## src/rtl/nco_sweep_ctrl.sv

```systemverilog
// NCO step-frequency sweep controller driving dsm_core nco_step/nco_step_enable; optional NCO_SWEEP_TRIANGLE_EN.
// Latency: start accepted in IDLE shows nco_step=f_start and busy one cycle later; each step lasts dwell_cycles+2.
// Backpressure: none; start is ignored while busy, abort and rst win on the next edge.
module nco_sweep_ctrl #(
  parameter int ACC_FRAC_WIDTH = 24,
  parameter int ACC_INT_WIDTH  = 8,
  parameter int DWELL_WIDTH    = 16,
  localparam int SW            = ACC_FRAC_WIDTH + ACC_INT_WIDTH
) (
  input  logic                   aclk,
  input  logic                   rst,
  input  logic                   start,
  input  logic                   abort,
  input  logic [SW-1:0]          f_start,
  input  logic [SW-1:0]          f_stop,
  input  logic [SW-1:0]          f_incr,
  input  logic [DWELL_WIDTH-1:0] dwell_cycles,
  input  logic                   loop_en,
  output logic [SW-1:0]          nco_step,
  output logic                   nco_step_enable,
  output logic                   busy,
  output logic                   done
);

  typedef enum logic [1:0] {
    ST_IDLE,
    ST_DWELL,
    ST_ADVANCE,
    ST_FINISH
  } state_t;

  state_t state, state_nxt;

  logic [SW-1:0]          cfg_start;
  logic [SW-1:0]          cfg_stop;
  logic [SW-1:0]          cfg_incr;
  logic [DWELL_WIDTH-1:0] cfg_dwell;
  logic                   cfg_loop;
  logic                   dir_up;
  logic [DWELL_WIDTH-1:0] dwell_cnt;

  logic                   sweep_end;
  logic                   dwell_last;
  logic                   step_up;
  logic [SW-1:0]          step_lim;
  logic [SW:0]            step_sum;
  logic [SW:0]            step_dif;
  logic [SW-1:0]          step_next;

  assign sweep_end  = (nco_step == cfg_stop) || (cfg_incr == '0);
  assign dwell_last = (dwell_cnt == cfg_dwell);

`ifdef NCO_SWEEP_TRIANGLE_EN
  // At the turn, step away from the old stop toward the old start so the apex is not repeated.
  assign step_up  = sweep_end ? ~dir_up : dir_up;
  assign step_lim = sweep_end ? cfg_start : cfg_stop;
`else
  assign step_up  = dir_up;
  assign step_lim = cfg_stop;
`endif

  // One extra bit catches carry-out / borrow so the clamp never lets the step wrap.
  always_comb begin
    step_sum = {1'b0, nco_step} + {1'b0, cfg_incr};
    step_dif = {1'b0, nco_step} - {1'b0, cfg_incr};
    if (step_up) begin
      step_next = (step_sum[SW] || (step_sum[SW-1:0] > step_lim)) ? step_lim : step_sum[SW-1:0];
    end else begin
      step_next = (step_dif[SW] || (step_dif[SW-1:0] < step_lim)) ? step_lim : step_dif[SW-1:0];
    end
  end

  always_ff @(posedge aclk) begin
    if (rst) begin
      state <= ST_IDLE;
    end else begin
      state <= state_nxt;
    end
  end

  always_comb begin
    state_nxt = state;
    if (abort) begin
      state_nxt = ST_IDLE;
    end else begin
      case (state)
        ST_IDLE: begin
          if (start) state_nxt = ST_DWELL;
        end
        ST_DWELL: begin
          if (dwell_last) state_nxt = ST_ADVANCE;
        end
        ST_ADVANCE: begin
          if (sweep_end && !cfg_loop) state_nxt = ST_FINISH;
          else                        state_nxt = ST_DWELL;
        end
        ST_FINISH: begin
          state_nxt = ST_IDLE;
        end
        default: state_nxt = ST_IDLE;
      endcase
    end
  end

  always_comb begin
    busy = 1'b0;
    done = 1'b0;
    case (state)
      ST_DWELL, ST_ADVANCE: busy = 1'b1;
      ST_FINISH:            done = 1'b1;
      default: ;
    endcase
  end

  always_ff @(posedge aclk) begin
    if (rst) begin
      nco_step        <= '0;
      nco_step_enable <= 1'b0;
      dwell_cnt       <= '0;
      cfg_start       <= '0;
      cfg_stop        <= '0;
      cfg_incr        <= '0;
      cfg_dwell       <= '0;
      cfg_loop        <= 1'b0;
      dir_up          <= 1'b0;
    end else if (abort) begin
      nco_step_enable <= 1'b0;
      dwell_cnt       <= '0;
    end else begin
      case (state)
        ST_IDLE: begin
          if (start) begin
            cfg_start       <= f_start;
            cfg_stop        <= f_stop;
            cfg_incr        <= f_incr;
            cfg_dwell       <= dwell_cycles;
            cfg_loop        <= loop_en;
            dir_up          <= (f_stop >= f_start);
            nco_step        <= f_start;
            nco_step_enable <= 1'b1;
            dwell_cnt       <= '0;
          end
        end
        ST_DWELL: begin
          if (!dwell_last) dwell_cnt <= dwell_cnt + DWELL_WIDTH'(1);
        end
        ST_ADVANCE: begin
          dwell_cnt <= '0;
          if (!sweep_end) begin
            nco_step <= step_next;
          end else if (cfg_loop) begin
`ifdef NCO_SWEEP_TRIANGLE_EN
            cfg_start <= cfg_stop;
            cfg_stop  <= cfg_start;
            dir_up    <= ~dir_up;
            nco_step  <= step_next;
`else
            nco_step  <= cfg_start;
`endif
          end
        end
        default: ;
      endcase
    end
  end

endmodule

```

## config.mk

```make
export PLATFORM = sky130hd
export DESIGN_NAME = nco_sweep_ctrl
export DESIGN_NICKNAME = d
export VERILOG_FILES = /design/src/rtl/nco_sweep_ctrl.sv
export SDC_FILE = /design/constraint.sdc
export NUM_CORES = 1
export LEC_CHECK = 0
export ABC_AREA = 1
export CAP_MARGIN = 15
export CORE_MARGIN = 4
export CORE_UTILIZATION = 42
export DETAILED_ROUTE_END_ITERATION = 10
export GPL_TIMING_DRIVEN = 0
export MAX_ROUTING_LAYER = met4
export PLACE_DENSITY_LB_ADDON = 0.25
export SYNTH_ARGS = -nofsm -noshare
export SYNTH_HDL_FRONTEND = slang
export SYNTH_SLANG_ARGS = --single-unit
```

## constraint.sdc

```tcl
create_clock -name aclk -period 4.3 [get_ports aclk]
set_input_delay 0.43 -clock aclk [delete_from_list [all_inputs] [get_ports aclk]]
set_output_delay 0.43 -clock aclk [all_outputs]
set_load 0.1 [all_outputs]
```

After elaboration in Yosys (flattened, before gate mapping)
Cells that the tools add are included.
{"block": "op_classes", "n_reduce_logical": 16, "n_div": 0, "n_shift": 0, "eq_ne": 9, "add_sub_neg": 3, "bitwise": 1, "mul": 0, "order_cmp": 3, "mux": 16}
{"operator": "$mux W32", "count": 6}
{"operator": "$pmux W32 S2", "count": 1}
{"operator": "$pmux W16 S3", "count": 1}
{"operator": "$add A32 B32 Y33", "count": 1}
{"operator": "$sub A32 B32 Y33", "count": 1}
{"operator": "$eq A32 B32 Y1", "count": 1}
{"operator": "$ge A32 B32 Y1", "count": 1}
{"operator": "$gt A32 B32 Y1", "count": 1}
{"operator": "$logic_not A32 Y1", "count": 1}
{"operator": "$lt A32 B32 Y1", "count": 1}
{"operator": "$mux W16", "count": 2}
{"operator": "$add A16 B1 Y16 const B", "count": 1}
{"operator": "$eq A16 B16 Y1", "count": 1}
{"operator": "$pmux W2 S4", "count": 1}
{"operator": "$mux W2", "count": 3}
{"operator": "$ne A2 B2 Y1 const B", "count": 3}
{"operator": "$reduce_and A3 Y1", "count": 2}
{"operator": "$eq A2 B2 Y1 const B", "count": 2}
{"operator": "$reduce_and A2 Y1", "count": 2}
{"operator": "$reduce_and A4 Y1", "count": 1}
{"operator": "$reduce_or A2 Y1", "count": 2}
{"operator": "$logic_or A1 B1 Y1", "count": 3}
{"operator": "$ne A3 B3 Y1 const B", "count": 1}
{"operator": "$reduce_bool A3 Y1", "count": 1}
{"operator": "7 further kinds", "count": 8}
{"block": "totals", "ram_bits": 0, "mem_bits_ro": 0, "latchBits": 0, "memories": 0, "input_bits": 117, "register_bits": 165}

Longest topological paths before layout
Gate-level depths: netlist of run 1.
{"block": "logic_depth", "ltp_word": 7, "mapped_depth": 32, "ltp_nobuf": 30}

Worst setup path before layout of run 1
Ideal clock, no wire load.
{"block": "synth_timing", "path_kind": "register to register", "startpoint": "register nco_step[20]", "endpoint": "register nco_step[21]", "setup_time_ps": 117, "synth_period_minus_slack_ps": 4074, "arrival_ps": 3957, "path_buffers": 2, "stages_incl_launch_ff": 25, "path_slack_ps": 226, "required_time_ps": 4183, "path_cell_list": "dfxtp_1 -> ha_1 -> buf_2 -> nor2_1 -> nand2_1 -> nor3_1 -> and2_1 -> nand2_1 -> nand2_1 -> nand2_1 -> nand2_1 -> inv_1 -> ha_1 -> nand2_1 -> nor2_1 -> nand2_1 -> nor2_1 -> nand4_1 -> nand2_1 -> clkbuf_1 -> nand3_1 -> nand3_1 -> nand3_1 -> nand2_1 -> a21oi_1"}
{"block": "synth_between", "elab_chain_len": 7}
{"item": "from (decl)", "line_no": "19", "rtl": "output logic [SW-1:0] nco_step,"}
{"item": "from (signal assigned)", "line_no": "139", "rtl": "nco_step <= f_start;"}
{"item": "from (signal assigned)", "line_no": "150", "rtl": "nco_step <= step_next;"}
{"item": "from (signal assigned)", "line_no": "158", "rtl": "nco_step <= cfg_start;"}
{"item": "$sub A32 B32 Y33 or $add A32 B32 Y33 (tied branches)", "line_no": "65, 64"}
{"item": "$lt A32 B32 Y1 or $gt A32 B32 Y1 (tied branches)", "line_no": "69, 67"}
{"item": "$logic_or A1 B1 Y1 (on tied branches)", "line_no": "69, 67"}
{"item": "$mux W32 (on tied branches)", "line_no": "69, 67"}
{"item": "$mux W32", "line_no": "66", "rtl": "if (step_up) begin"}
{"item": "$mux W32", "line_no": "149", "rtl": "if (!sweep_end) begin"}
{"item": "$pmux W32 S2", "line_no": "130", "rtl": "case (state)"}
Parallel ways exist; a longest one is shown, timed or not.
A chain may end at the register's enable or synchronous reset.

Worst setup path after layout of run 1
{"block": "layout_timing", "startpoint": "register cfg_incr[24]", "endpoint": "register nco_step[24]"}
{"block": "layout_between", "elab_chain_len": 7}
{"item": "from (decl)", "line_no": "36", "rtl": "logic [SW-1:0] cfg_incr;"}
{"item": "from (signal assigned)", "line_no": "135", "rtl": "cfg_incr <= f_incr;"}
{"item": "$sub A32 B32 Y33 or $add A32 B32 Y33 (tied branches)", "line_no": "65, 64"}
{"item": "$lt A32 B32 Y1 or $gt A32 B32 Y1 (tied branches)", "line_no": "69, 67"}
{"item": "$logic_or A1 B1 Y1 (on tied branches)", "line_no": "69, 67"}
{"item": "$mux W32 (on tied branches)", "line_no": "69, 67"}
{"item": "$mux W32", "line_no": "66"}
{"item": "$mux W32", "line_no": "149"}
{"item": "$pmux W32 S2", "line_no": "130"}
Parallel ways exist; a longest one is shown, timed or not.

==> out/results.txt, run 1 <==
Clock Tree Buf Depth - 2
Cells after Synth - 2813
Share of cells above drive strength 1 - 0.0856
Wire length per cell - 19.2 um
Fin. Hold Viols - 0
Comb pwr share - 0.552
DRT iter0 DRCs - 1713
Number of synthesized flops with an enable pin - 0
Final cycle utilization of the critical path - 0.982
Area used by multi-input combinational logic - 10900 sq um
Syn Nets - 3096
Placed Area - 18500 sq um
Die area - 42000 sq um
Post-DP HPWL - 55700 um
Clock Skew - 0.0142 ns
Num rows - 71
Worst-path maximum fanout - 10
Die Height - 205 um
Asr flop ratio synth - 0
Max Fclk - 237 MHz
1st-pass router iterations - 6
Routed WL - 67300 um
Cell count of the worst reg-to-reg path - 26
Clk pwr share - 0.208
Final #Nets - 3274
Largest net degree at the start of global routing - 17
Setup Viol. Count Final - 0
Clk pin slew, worst setup/hold paths - 0.07 ns
Sequential-to-total area share from yosys stat - 0.203
Clock latency on the worst-skew pair - 0.47 ns
Grt ovf - 0
Synthesized cell area - 16300 sq um
TNS Setup - 0 ns
Final min period - 4.22 ns
Area grow syn2layout - 19.9%
Core ar. - 38000 sq um
CTS sink count - 165
CP startpoint kind - register
Die W - 205 um
Starting Density - 0.429
Filler cell count - 4131
Pwr Density - 380 nW/um^2
Root Buffer - clkbuf_16
MaxCap Viol Count - 0
Crit path to - nco_step[24]$_SDFFE_PP0P_
Yosys reg bits - 165
# DRC - 0
Final Instance Area - 19500 sq um
Outcome - finished, final reports clean
Req. time, crit path - 4.69 ns
Port bufs - 151
RR Startpoint - cfg_incr[24]$_SDFFE_PP0P_
Worst Setup End Kind - register
Ys flop type - dfxtp_1
Pleak - 0.0100 uW
Hold_buf cts - 0
Tot GR Track Use - 0.321
Vias in the first global route - 17400
R2r setup slk - 0.08 ns
RR Endpoint - nco_step[24]$_SDFFE_PP0P_
H-Tree Depth - 4
Final slew viol count - 0
Slew margin rel. - 0.339
Switching power - 3620 uW
Initial antenna violation count - 0
IO Pins - 152
Crit path arrival time - 4.61 ns
Remaining antenna violation count - 0
Warnings from Yosys - 0
Vias - 18400
VDD IR-drop max - 0.352 mV
Int Power - 3810 uW
Yosys cell types - 42
Setup CP Type - reg -> reg
First-pass GRT wire length - 100000 um
Via density - 5.24
Commonest non-fill, non-tap cells in the layout - 760 x nand2_1, 472 x inv_1, 254 x a21oi_1
Commonest non-fill, non-tap cell in the layout - nand2_1
Fin util - 0.514
Final cell count without fillers - 3515
Reg power frac - 0.239
Synthesized area per cell - 5.80 sq um
Placed insts - 3475
Sw Ratio - 0.487
Origin of the worst setup path - cfg_incr[24]$_SDFFE_PP0P_
Worst Hold Class - reg -> reg
CTS tree - yes
TritonCTS Buffers - 17
Tightest Pin Transition - 0.988 ns
Worst hold margin - 0.488 ns
Gpl congestion - 1.00
FF+latch area - 3360 sq um
## critical path, stage by stage (launching register included)
cell     delay (ns)
dfxtp_1        0.36
inv_1          0.07
ha_1           0.26
buf_2          0.23
nand2_1        0.15
nor2_1         0.30
and2_1         0.20
and2_1         0.14
nand2_2        0.07
nand2_1        0.07
nand2_1        0.06
nand2_2        0.14
inv_1          0.07
ha_1           0.27
nand2_1        0.05
nor2_2         0.15
nand4_1        0.22
a21oi_2        0.24
nor2_1         0.09
nand2_2        0.19
nand2_4        0.11
buf_6          0.16
nand2_1        0.05
nand3_1        0.13
nand3_2        0.16
nand2_1        0.07
a21oi_1        0.11
## logic make-up after synthesis
| kind of cell | synth area share |
|---|---|
| buffers and inverters | 0.151 |
| adders and majority gates | 0.128 |
| AOI/OAI and AO/OA | 0.134 |
| DFF | 0.203 |
| xor gates and xnor gates | 0.0322 |
| and+or+nand+nor | 0.352 |
## routing by layer
metal,vias up,routed length (um),part of all wire,GRT usage
met1,8518,29100,0.43,0.410
met4,0,2240,0.033,0.104
met5,-,0,0,-
li1,9187,-,-,-
met2,613,31500,0.47,0.531
met3,111,4550,0.068,0.0394
## sequential cells by signal, summed over array words and instances (netlist names)
register and flops:
cfg_incr 32, state 2, nco_step 32, dwell_cnt 16, dir_up 1, cfg_start 32, nco_step_enable 1, cfg_stop 32
cfg_loop 1, cfg_dwell 16
## what timing repair did
| item | in CTS | in global routing |
|---|---|---|
| setup buffers | 2 | 6 |
| pin swaps | 5 | 17 |
| setup endpoints to repair | 32 | 32 |
| resized for setup | 58 | 121 |
## area by class of cell
type | instances | area share
well taps | 511 | 0.0327
flip-flops and latches | 165 | 0.172
diodes | 1 | 0.000128
clock buffers | 21 | 0.0225
multi-input cells | 2023 | 0.558
clock inverters | 10 | 0.00570
inverters | 507 | 0.0974
repair buffers | 159 | 0.0804
plain buffers | 118 | 0.0314
## synth_stat cells, types with 2 or more instances
cell	number	area (sq um)
a211oi_1	5	37.5
a21oi_1	259	1300
and2_1	7	43.8
buf_1	3	11.3
buf_2	30	150
buf_4	8	60.1
buf_6	6	67.6
clkbuf_1	71	267
clkinv_1	5	18.8
dfxtp_1	165	3300
fa_1	2	40.0
ha_1	164	2050
inv_1	475	1780
inv_2	27	101
nand2_1	793	2980
nand2_2	11	68.8
nand3_1	227	1140
nand3b_1	8	60.1
nand4_1	51	319
nor2_1	238	893
nor2_2	5	31.3
nor3_1	25	125
nor3_2	2	20.0
nor4_1	3	18.8
o21a_1	6	45.0
o21ai_0	134	671
o21ai_1	7	35.0
o21bai_1	4	30.0
xnor2_1	19	166
xor2_1	41	359
## power by group through the flow
stage | Clock, uW | Combinational, uW | Sequential, uW
floorplan | 0 | 2420 | 1950
global placement | 0 | 3760 | 1800
detailed placement | 0 | 3810 | 1800
CTS | 1560 | 3900 | 1770
global route | 1620 | 4510 | 1790
finish | 1550 | 4110 | 1780
## how the worst min path moves through the flow
stage / slack [ns] / endpoint / startpoint / cells past startpoint
after floorplan: 0.44 / cfg_dwell[1]$_SDFFE_PP0P_ / cfg_dwell[1]$_SDFFE_PP0P_ / 2
after global placement: 0.46 / nco_step_enable$_SDFFE_PP0P_ / nco_step_enable$_SDFFE_PP0P_ / 2
after detailed placement: 0.46 / nco_step_enable$_SDFFE_PP0P_ / nco_step_enable$_SDFFE_PP0P_ / 2
after CTS: 0.49 / cfg_dwell[1]$_SDFFE_PP0P_ / cfg_dwell[1]$_SDFFE_PP0P_ / 2
after global routing: 0.53 / nco_step_enable$_SDFFE_PP0P_ / nco_step_enable$_SDFFE_PP0P_ / 2
final: 0.49 / nco_step_enable$_SDFFE_PP0P_ / nco_step_enable$_SDFFE_PP0P_ / 2
## through the flow
stage / setup slack (ns) / total power [uW]
6_report: 0.0786 / 7440
5_1_grt: -0.0303 / 7920
4_1_cts: 0.00203 / 7240
3_5_place_dp: -0.886 / 5610
3_3_place_gp: -0.890 / 5560
2_1_floorplan: 0.226 / 4370
No activity file was read; power rests on OpenSTA's default activity.
==> run 2, diff against run 1 <==
--- a/config.mk
+++ b/config.mk
@@ -8,7 +8,7 @@
 export ABC_AREA = 1
 export CAP_MARGIN = 15
 export CORE_MARGIN = 4
-export CORE_UTILIZATION = 42
+export CORE_UTILIZATION = 55
 export DETAILED_ROUTE_END_ITERATION = 10
 export GPL_TIMING_DRIVEN = 0
 export MAX_ROUTING_LAYER = met4
==> run 2 against run 1 <==
Against the previous run:
- largest cell class unchanged
- sequential power about the same
- highest routed layer unchanged
- wire length down 6.0%
- cell count shrank 3.7%
- hold slack worse by 0.010 ns
==> out/results.txt, run 2 (synthesis results as in run 1) <==
# DRC - 0 (unchanged)
RR Endpoint - nco_step[19]$_SDFFE_PP0P_ (was nco_step[24]$_SDFFE_PP0P_)
IO Pins - 152 (unchanged)
Final WS setup - 0.109 ns (was 0.0786 ns)
CP startpoint kind - register (unchanged)
Pleak - 0.00998 uW (was 0.0100 uW)
Share of cells above drive strength 1 - 0.0807 (was 0.0856)
TNS Setup - 0 ns (unchanged)
Port bufs - 151 (unchanged)
Die Height - 180 um (was 205 um)
Routed WL - 63300 um (was 67300 um)
RR Startpoint - cfg_incr[15]$_SDFFE_PP0P_ (was cfg_incr[24]$_SDFFE_PP0P_)
Starting Density - 0.563 (was 0.429)
First-pass GRT wire length - 96600 um (was 100000 um)
Critical path's largest stage delay - 0.37 ns (was 0.36 ns)
Filler cell count - 2736 (was 4131)
Clock Skew - 0.0240 ns (was 0.0142 ns)
Worst-path maximum fanout - 10 (unchanged)
Hold_buf cts - 0 (unchanged)
Critical-path top delay cell - dfxtp_2 (was dfxtp_1)
TritonCTS Buffers - 17 (unchanged)
Placed Area - 18300 sq um (was 18500 sq um)
MaxCap Viol Count - 0 (unchanged)
CTS tree - yes (unchanged)
Hold Path Origin - cfg_dwell[1]$_SDFFE_PP0P_ (was nco_step_enable$_SDFFE_PP0P_)
Vias in the first global route - 17800 (was 17400)
VDD IR-drop max - 0.469 mV (was 0.352 mV)
Core ar. - 28900 sq um (was 38000 sq um)
Final Instance Area - 19300 sq um (was 19500 sq um)
Hold path cells - 2 (unchanged)
CTS sink count - 165 (unchanged)
Fin. Hold Viols - 0 (unchanged)
Die W - 180 um (was 205 um)
Die area - 32500 sq um (was 42000 sq um)
Grt ovf - 0 (unchanged)
Worst path most repeated cell - nand2_1 (unchanged)
Worst Hold Class - reg -> reg (unchanged)
Req. time, crit path - 4.64 ns (was 4.69 ns)
Initial antenna violation count - 0 (unchanged)
Wire length per cell - 18.7 um (was 19.2 um)
Outcome - finished, final reports clean (unchanged)
Area grow syn2layout - 18.3% (was 19.9%)
Power, Total - 7430 uW (was 7440 uW)
Tot GR Track Use - 0.387 (was 0.321)
R2r setup slk - 0.11 ns (was 0.08 ns)
Final #Nets - 3270 (was 3274)
Buf/Inv on CP - 5 (was 4)
Final cycle utilization of the critical path - 0.975 (was 0.982)
Root Buffer - clkbuf_16 (unchanged)
Antenna diodes - 0 (was 1)
Commonest non-fill, non-tap cells in the layout - 762 x nand2_1, 471 x inv_1, 257 x a21oi_1 (was 760 x nand2_1, 472 x inv_1, 254 x a21oi_1)
Largest net degree at the start of global routing - 19 (was 17)
Clock latency on the worst-skew pair - 0.47 ns (about the same)
Worst Setup End Kind - register (unchanged)
H-Tree Depth - 4 (unchanged)
CP delay by family, top - simple AND/OR/NAND/NOR gates (unchanged)
Max Fclk - 239 MHz (was 237 MHz)
Final slew viol count - 0 (unchanged)
Num rows - 62 (was 71)
1st-pass router iterations - 8 (was 6)
Via density - 5.59 (was 5.24)
Setup CP Type - reg -> reg (unchanged)
Hold Crit Endpoint - cfg_dwell[1]$_SDFFE_PP0P_ (was nco_step_enable$_SDFFE_PP0P_)
Gpl congestion - 1.05 (was 1.00)
DP Worst Slack - -0.696 ns (was -0.886 ns)
Tightest Pin Transition - 1.03 ns (was 0.988 ns)
Remaining antenna violation count - 0 (unchanged)
Slew margin rel. - 0.315 (was 0.339)
Final min period - 4.19 ns (was 4.22 ns)
Setup Viol. Count Final - 0 (unchanged)
Pwr Density - 385 nW/um^2 (was 380 nW/um^2)
Post-DP HPWL - 52100 um (was 55700 um)
DRT iter0 DRCs - 1877 (was 1713)
Commonest non-fill, non-tap cell in the layout - nand2_1 (unchanged)
Clock Tree Buf Depth - 2 (unchanged)
Crit path arrival time - 4.53 ns (was 4.61 ns)
Vias - 18900 (was 18400)
Clk pin slew, worst setup/hold paths - 0.08 ns (was 0.07 ns)
Cell count of the worst reg-to-reg path - 25 (was 26)
## run 2: cell count changes in the layout (fill, tap and decap cells not counted), sizes merged
cell and change:
buf -1, bufinv -1, clkbuf -7, clkinv +5
clkinvlp -2, diode -1, inv +3
## run 2: layout make-up
class,instances,area (sq um),area share
buffer,118,588,0.0305
clock inverter,15,153,0.00791
clock buffer,17,425,0.0221
sequential,165,3350,0.174
inverter,507,1900,0.0987
multi-input combinational,2023,10900,0.563
tap,384,480,0.0249
timing repair buffer,155,1540,0.0799
## run 2: per-layer routing
metal  global-route usage  wire length [um]  share of wire
met5                    -                 0              0
met4                0.180              3450          0.055
met3               0.0585              5530          0.087
met2                0.636             29100           0.46
met1                0.469             25200           0.40
## run 2: metrics by stage
stage,util,cells,hold slack (ns)
6_report,0.667,3384,0.478
5_1_grt,0.667,3384,0.531
4_1_cts,0.655,3380,0.474
3_5_place_dp,0.632,3348,0.462
3_3_place_gp,0.632,3348,0.459
2_1_floorplan,-,2813,0.444
## run 2: timing repair
action | 4_1_cts | 5_1_grt
buffers inserted | 0 | 4
setup endpoints to repair | 32 | 32
pin swaps | 0 | 11
gates resized for setup | 32 | 114
## run 2: where the power goes
part	internal (uW)	leakage, uW	switching, uW	total [uW]
Sequential	1640	0.00137	132	1780
Clock	775	0.000286	796	1570
Combinational	1330	0.00833	2750	4080
Total	3750	0.00998	3680	7430
## run 2: worst max-delay path by stage
stage,startpoint,to,slack [ns],cells after the start
floorplan,nco_step[20]$_SDFFE_PP0P_,nco_step[21]$_SDFFE_PP0P_,0.23,24
global placement,nco_step[20]$_SDFFE_PP0P_,nco_step[19]$_SDFFE_PP0P_,-0.65,23
detailed placement,nco_step[20]$_SDFFE_PP0P_,nco_step[19]$_SDFFE_PP0P_,-0.70,23
CTS,cfg_incr[20]$_SDFFE_PP0P_,nco_step[19]$_SDFFE_PP0P_,0.02,24
global route,cfg_incr[13]$_SDFFE_PP0P_,nco_step[22]$_SDFFE_PP0P_,-0.05,29
finish,cfg_incr[15]$_SDFFE_PP0P_,nco_step[19]$_SDFFE_PP0P_,0.11,25
## run 2: worst min-delay path, stage by stage, from the launching register on
cell and delay [ns]:
dfxtp_1 0.32, inv_1 0.06, a21oi_1 0.05
